`config.mk`:
```
export PLATFORM = sky130hd
export DESIGN_NAME = sim_run_ctrl
export DESIGN_NICKNAME = d
export VERILOG_FILES = /design/src/rtl/sim_run_pkg.sv /design/src/rtl/sim_vec_table.sv /design/src/rtl/sim_run_ctrl.sv
export SDC_FILE = /design/constraint.sdc
export NUM_CORES = 1
export LEC_CHECK = 0
export ABC_AREA = 1
export BUFFER_PORTS_ARGS = -buffer_cell sky130_fd_sc_hd__buf_4
export CAP_MARGIN = 20
export CORE_MARGIN = 5
export CORE_UTILIZATION = 45
export DETAILED_ROUTE_END_ITERATION = 16
export PLACE_DENSITY = 0.68
export SLEW_MARGIN = 20
export SYNTH_ARGS = -nofsm -noshare
export SYNTH_HDL_FRONTEND = slang
export SYNTH_SLANG_ARGS = --single-unit
```
`constraint.sdc`:
```
create_clock -name clk -period 9.65 [get_ports clk]
set_input_delay 0 -clock clk [delete_from_list [all_inputs] [get_ports clk]]
set_output_delay 0 -clock clk [all_outputs]
set_load 0.01 [all_outputs]
```
`src/rtl/sim_run_pkg.sv`:
```
// Shared types and default limits for the CPU simulation run controller.
// Imported by the controller and its switch-vector table.
package sim_run_pkg;

    typedef enum logic [1:0] {
        IDLE,
        RESET,
        RUN,
        DONE
    } run_state_t;

    localparam logic [31:0] DEF_HALT_PC    = 32'hFFFF_FFFC;
    localparam int          DEF_MAX_CYCLES = 255;

endpackage

```
`src/rtl/sim_vec_table.sv`:
```
// Switch-vector table: NUM_VEC x SW_WIDTH registers, one write port,
// one combinational read port, cleared by the asynchronous reset.
module sim_vec_table
    import sim_run_pkg::*;
#(
    parameter int SW_WIDTH = 18,
    parameter int NUM_VEC  = 4,
    parameter int AW       = 2
) (
    input  logic                clk,
    input  logic                rst,
    input  logic                we,
    input  logic [AW-1:0]       waddr,
    input  logic [SW_WIDTH-1:0] wdata,
    input  logic [AW-1:0]       raddr,
    output logic [SW_WIDTH-1:0] rdata
);

    // One extra bit so a power-of-two depth still fits.
    localparam logic [AW:0] DEPTH = (AW+1)'(NUM_VEC);

    logic [SW_WIDTH-1:0] mem [NUM_VEC];

    always_ff @(posedge clk or posedge rst) begin
        if (rst) begin
            for (int i = 0; i < NUM_VEC; i++) begin
                mem[i] <= '0;
            end
        end else if (we && ({1'b0, waddr} < DEPTH)) begin
            mem[waddr] <= wdata;
        end
    end

    assign rdata = ({1'b0, raddr} < DEPTH) ? mem[raddr] : '0;

endmodule

```
`src/rtl/sim_run_ctrl.sv`:
```
// Sequenced run controller: CPU reset pulse, switch-vector playback,
// stop on halt PC or cycle limit, probe capture at the stopping edge.
module sim_run_ctrl
    import sim_run_pkg::*;
#(
    parameter int          SW_WIDTH    = 18,
    parameter int          NUM_VEC     = 4,
    parameter int          HOLD_CYCLES = 16,
    parameter int          RST_CYCLES  = 1,
    parameter int          MAX_CYCLES  = DEF_MAX_CYCLES,
    parameter logic [31:0] HALT_PC     = DEF_HALT_PC,
    localparam int         AW = (NUM_VEC > 1) ? $clog2(NUM_VEC) : 1
) (
    input  logic                clk,
    input  logic                rst,
    input  logic                start,
    input  logic                vec_we,
    input  logic [AW-1:0]       vec_addr,
    input  logic [SW_WIDTH-1:0] vec_data,
    input  logic [31:0]         pc_in,
    input  logic [31:0]         probe_in,
    output logic                cpu_rst_n,
    output logic [SW_WIDTH-1:0] sw_out,
    output logic [AW-1:0]       vec_idx,
    output logic [31:0]         cycle_count,
    output logic                done,
    output logic                timeout,
    output logic [31:0]         probe_capture
);

    localparam int HW = (HOLD_CYCLES > 1) ? $clog2(HOLD_CYCLES) : 1;
    localparam int RW = (RST_CYCLES > 1) ? $clog2(RST_CYCLES) : 1;

    run_state_t state, state_d;

    logic [RW-1:0]       rcnt;
    logic [HW-1:0]       hold;
    logic                load, step, halt, tmo, wrap;
    logic [AW-1:0]       nidx, raddr;
    logic [SW_WIDTH-1:0] rdata;

    assign wrap = (hold == HW'(HOLD_CYCLES - 1));
    assign nidx = (vec_idx == AW'(NUM_VEC - 1)) ? '0 : vec_idx + AW'(1);

    // Entry load and vector advance never coincide, so one read port serves both.
    assign raddr = load ? '0 : nidx;

    sim_vec_table #(
        .SW_WIDTH (SW_WIDTH),
        .NUM_VEC  (NUM_VEC),
        .AW       (AW)
    ) u_table (
        .clk   (clk),
        .rst   (rst),
        .we    (vec_we),
        .waddr (vec_addr),
        .wdata (vec_data),
        .raddr (raddr),
        .rdata (rdata)
    );

    always_ff @(posedge clk or posedge rst) begin
        if (rst) begin
            state <= IDLE;
        end else begin
            state <= state_d;
        end
    end

    always_comb begin
        state_d   = state;
        load      = 1'b0;
        step      = 1'b0;
        halt      = 1'b0;
        tmo       = 1'b0;
        cpu_rst_n = 1'b0;
        unique case (state)
            IDLE: begin
                if (start) begin
                    state_d = RESET;
                    load    = 1'b1;
                end
            end
            RESET: begin
                if (rcnt == RW'(RST_CYCLES - 1)) begin
                    state_d = RUN;
                end
            end
            RUN: begin
                cpu_rst_n = 1'b1;
                halt      = (pc_in == HALT_PC);
                tmo       = !halt && (cycle_count == 32'(MAX_CYCLES - 1));
                step      = !halt;
                if (halt || tmo) begin
                    state_d = DONE;
                end
            end
            DONE: begin
                cpu_rst_n = 1'b1;
                if (start) begin
                    state_d = RESET;
                    load    = 1'b1;
                end
            end
            default: state_d = IDLE;
        endcase
    end

    always_ff @(posedge clk or posedge rst) begin
        if (rst) begin
            rcnt          <= '0;
            hold          <= '0;
            vec_idx       <= '0;
            sw_out        <= '0;
            cycle_count   <= '0;
            done          <= 1'b0;
            timeout       <= 1'b0;
            probe_capture <= '0;
        end else begin
            if (load) begin
                rcnt        <= '0;
                hold        <= '0;
                vec_idx     <= '0;
                sw_out      <= rdata;
                cycle_count <= '0;
                done        <= 1'b0;
                timeout     <= 1'b0;
            end else if (state == RESET) begin
                rcnt <= rcnt + RW'(1);
            end else if (step) begin
                if (cycle_count != '1) begin
                    cycle_count <= cycle_count + 32'd1;
                end
                if (wrap) begin
                    hold    <= '0;
                    vec_idx <= nidx;
                    sw_out  <= rdata;
                end else begin
                    hold <= hold + HW'(1);
                end
            end
            if (halt || tmo) begin
                done          <= 1'b1;
                timeout       <= tmo;
                probe_capture <= probe_in;
            end
        end
    end

endmodule

```
==> impl_metrics.py <==
metrics = {
    "clocking": {
        "cts_setup_buffers": 0,
        "cts_hold_buf": 51,
        "post_cts_resized": 0,
        "cts-root-buf": "clkbuf_16",
        "numCtsBuffers": 17,
        "clk_latency_ps": 420,
        "cts_max_level": 4,
        "clk_path_buf_depth": 2,
        "cts_sinks": 165,
        "clkTransAtPathRegs_ps": 70,
        "tritoncts": "yes",
    },
    "setup_path": {
        "crit_slowest_cell": "clkinv_1",
        "critPathRequiredTime_ps": 9960,
        "path_buf_inv": 2,
        "critPathLaunchType": "flop",
        "reg2reg_depth": 9,
        "worst_setup_path_end_kind": "flop",
        "critPathMaxFanout": 26,
        "cpLargestDelayFamily": "simple AND/OR/NAND/NOR gates",
        "crit_top_cell": "nand2_1",
        "rrSetupSlack_ps": 6240,
        "cp_data_arrival_time_ps": 3720,
        "crit_cells": 9,
        "cp_slowest_stage_delay_ps": 790,
        "worstSetupPathType": "flop to flop",
        "crit_chain": "inv_1 > ha_1 > nand2_2 > nand2_1 > clkinv_1 > a21oi_1 > a22oi_1 > nand3_1 > nand2_1",
    },
    "power": {
        "power_density_nw_per_um2": 221.6,
        "power_mw": 2.381,
        "power_leakage_nw": 5.586,
        "ir_worst_vdd_v": 0.0001591,
    },
    "synth": {
        "yosys.area_share.xor_xnor": 0.003193,
        "ys_seq_area_frac": 0.5017,
        "postSynthCellCount": 1103,
        "syn_avg_cell_area_um2": 7.461,
        "yosysWarnings": 0,
        "synth_compound_area_frac": 0.09716,
        "synth_seq_cells": 165,
        "ys.flop_type": "dfrtp_1",
        "syn_area_um2": 8229,
        "synth_adder_area_share": 0.01216,
        "yosysUniqueCellTypes": 29,
        "synth_edf_count": 0,
        "synthSimpleGateAreaFrac": 0.3290,
        "synth_top_family_by_area": "simple AND/OR/NAND/NOR gates",
        "muxShareOfSynthArea": 0,
        "ys_async_sr_fraction": 1.000,
        "synth_nets": 1199,
    },
    "floorplan": {
        "die-area_um2": 21090,
        "io_pins": 175,
        "die_w_um": 145.2,
        "row_count": 49,
        "core_um2": 17960,
        "start_util": 0.4581,
        "fp.dieH_um": 145.2,
    },
    "global_routing": {
        "antenna_found_initial": 0,
        "grt_max_degree": 113,
        "overflow": 0,
        "grt_pass1_wl_mm": 38.81,
        "grt_pass1_vias": 7742,
        "grtUsageTotal": 0.2190,
    },
    "route": {
        "drcViolationCount": 0,
        "dr.pass1.iters": 6,
        "drt_iter0_markers": 495,
        "final_antenna_net_count": 0,
        "wl_per_cell_um": 14.85,
        "viasPerCell": 5.045,
        "detailroute.via_count": 7819,
        "wl_mm": 23.01,
    },
    "status": {
        "status": "finished, final reports clean",
    },
    "timing": {
        "fin_crit_sh": 0.3536,
        "finalSetupTns_ps": 0,
        "skew_ps": 7.900,
        "slew_headroom": 0.3313,
        "period_minus_slack_ps": 3413,
        "finalHoldViolCount": 0,
        "fin_hold_ws_ps": 22.40,
        "worst_pin_slew_ps": 996.9,
        "setup_viol": 0,
        "rsz0062_at_grt": "no",
        "setup_slack_ps": 6238,
        "max_freq_mhz": 293.0,
        "maxSlewViolCount": 0,
    },
    "min_path": {
        "hp-class": "input pin to flop",
        "whs_path_depth": 5,
    },
    "layout": {
        "nets": 1404,
        "area.growth.synth_to_final_pct": 30.58,
        "finalNonFillerCells": 1550,
        "drive_gt1_frac": 0.1779,
        "diodes": 0,
    },
    "flow_run": {
        "maxCapViolCount": 0,
    },
    "placed_design": {
        "dpl_worst_slack_ps": 6231,
        "dp_hpwl_mm": 14.91,
        "io_buffers": 174,
        "dp.cells": 1467,
        "gp_congestion": 0.8961,
    },
}
==> synth_stat cells, drive strengths merged, types with 2 or more instances <==
library cell  instances  area [µm²]
or2                   2       12.51
nand4                 5       31.28
a22oi                18       135.1
nor2                117       459.2
nor3                  3       15.01
nand2               446        1708
clkinv                2       7.510
clkbuf               23       86.33
ha                    8       100.1
a21oi                40       200.2
and2                  5       31.28
buf                  23       130.1
dfrtp               165        4129
o21ai                87       435.4
o21bai                3       22.52
inv                  64       242.7
nand3                86       435.4
nand3b                2       15.01
xor2                  3       26.28
==> worst register-to-register path: cells and delay by family (launching register included) <==
kind	cells	cell delay (ps)
buffers and inverters	2	870
AOI/OAI and AO/OA	2	470
and+or+nand+nor	4	1230
adders and majority gates	1	300
DFF	1	420
==> sequential cells by signal, summed over array words and instances (netlist names) <==
register,cells
cycle_count,32
done,1
hold,4
probe_capture,32
rcnt,1
state,2
sw_out,18
timeout,1
u_table.mem,72
vec_idx,2
==> through the flow <==
step                utilization  area [µm²]
global placement         0.5379        9663
global route             0.5982       10750
CTS                      0.5980       10740
floorplan                     -        8229
finish                   0.5982       10750
detailed placement       0.5379        9663
==> final timing paths <==
check,start,to
max,state[0],sw_out[15]
min,start,state[0]
max reg2reg,state[0],sw_out[15]
min reg2reg,probe_capture[27],probe_capture[27]
max in group asynchronous,rst,probe_capture[22]
min in group asynchronous,rst,probe_capture[27]
==> cells by family after synthesis <==
| group | Yosys count |
|---|---|
| flops | 165 |
| simple gates | 666 |
| buf+inv | 112 |
| fa+ha+maj | 8 |
| xor+xnor | 3 |
| compound gates | 149 |
==> power by group <==
group          total [mW]  internal (mW)  switching (mW)
sequential          0.872          0.795          0.0772
combinational       0.850          0.287           0.562
clock               0.659          0.366           0.293
total                2.38           1.45           0.933
==> layout by cell type, fill, tap and decap left out, drive strengths merged <==
master / count
a21oi: 40
dfrtp: 165
nand3: 86
clkinv: 8
dlygate4sd3: 51
a22oi: 18
clkbuf: 19
nand4: 5
nand3b: 2
nor2: 117
nor3: 3
o21ai: 87
a31oi: 1
bufinv: 1
and2: 5
xor2: 3
nand2: 446
buf: 181
clkinvlp: 3
inv: 67
ha: 8
or2: 2
o21bai: 3
==> per-layer routing <==
metal	vias up	share of wire	track usage	wire length [µm]
met5	-	0	0	0
met4	0	0.021	0.06950	493
met3	39	0.057	0.04927	1315
met2	226	0.48	0.3635	10980
met1	3634	0.44	0.2867	10220
li1	3920	-	-	-
==> final cells by class <==
type                       instances  area (µm²)
tap                              229       286.5
fill                            1699        7218
timing repair buffer             232        1869
inverter                          66       257.7
clock buffer                      19       442.9
multi-input combinational        826        3633
clock inverter                    13       126.4
sequential                       165        4129
No activity file was read; power rests on OpenSTA's default activity.
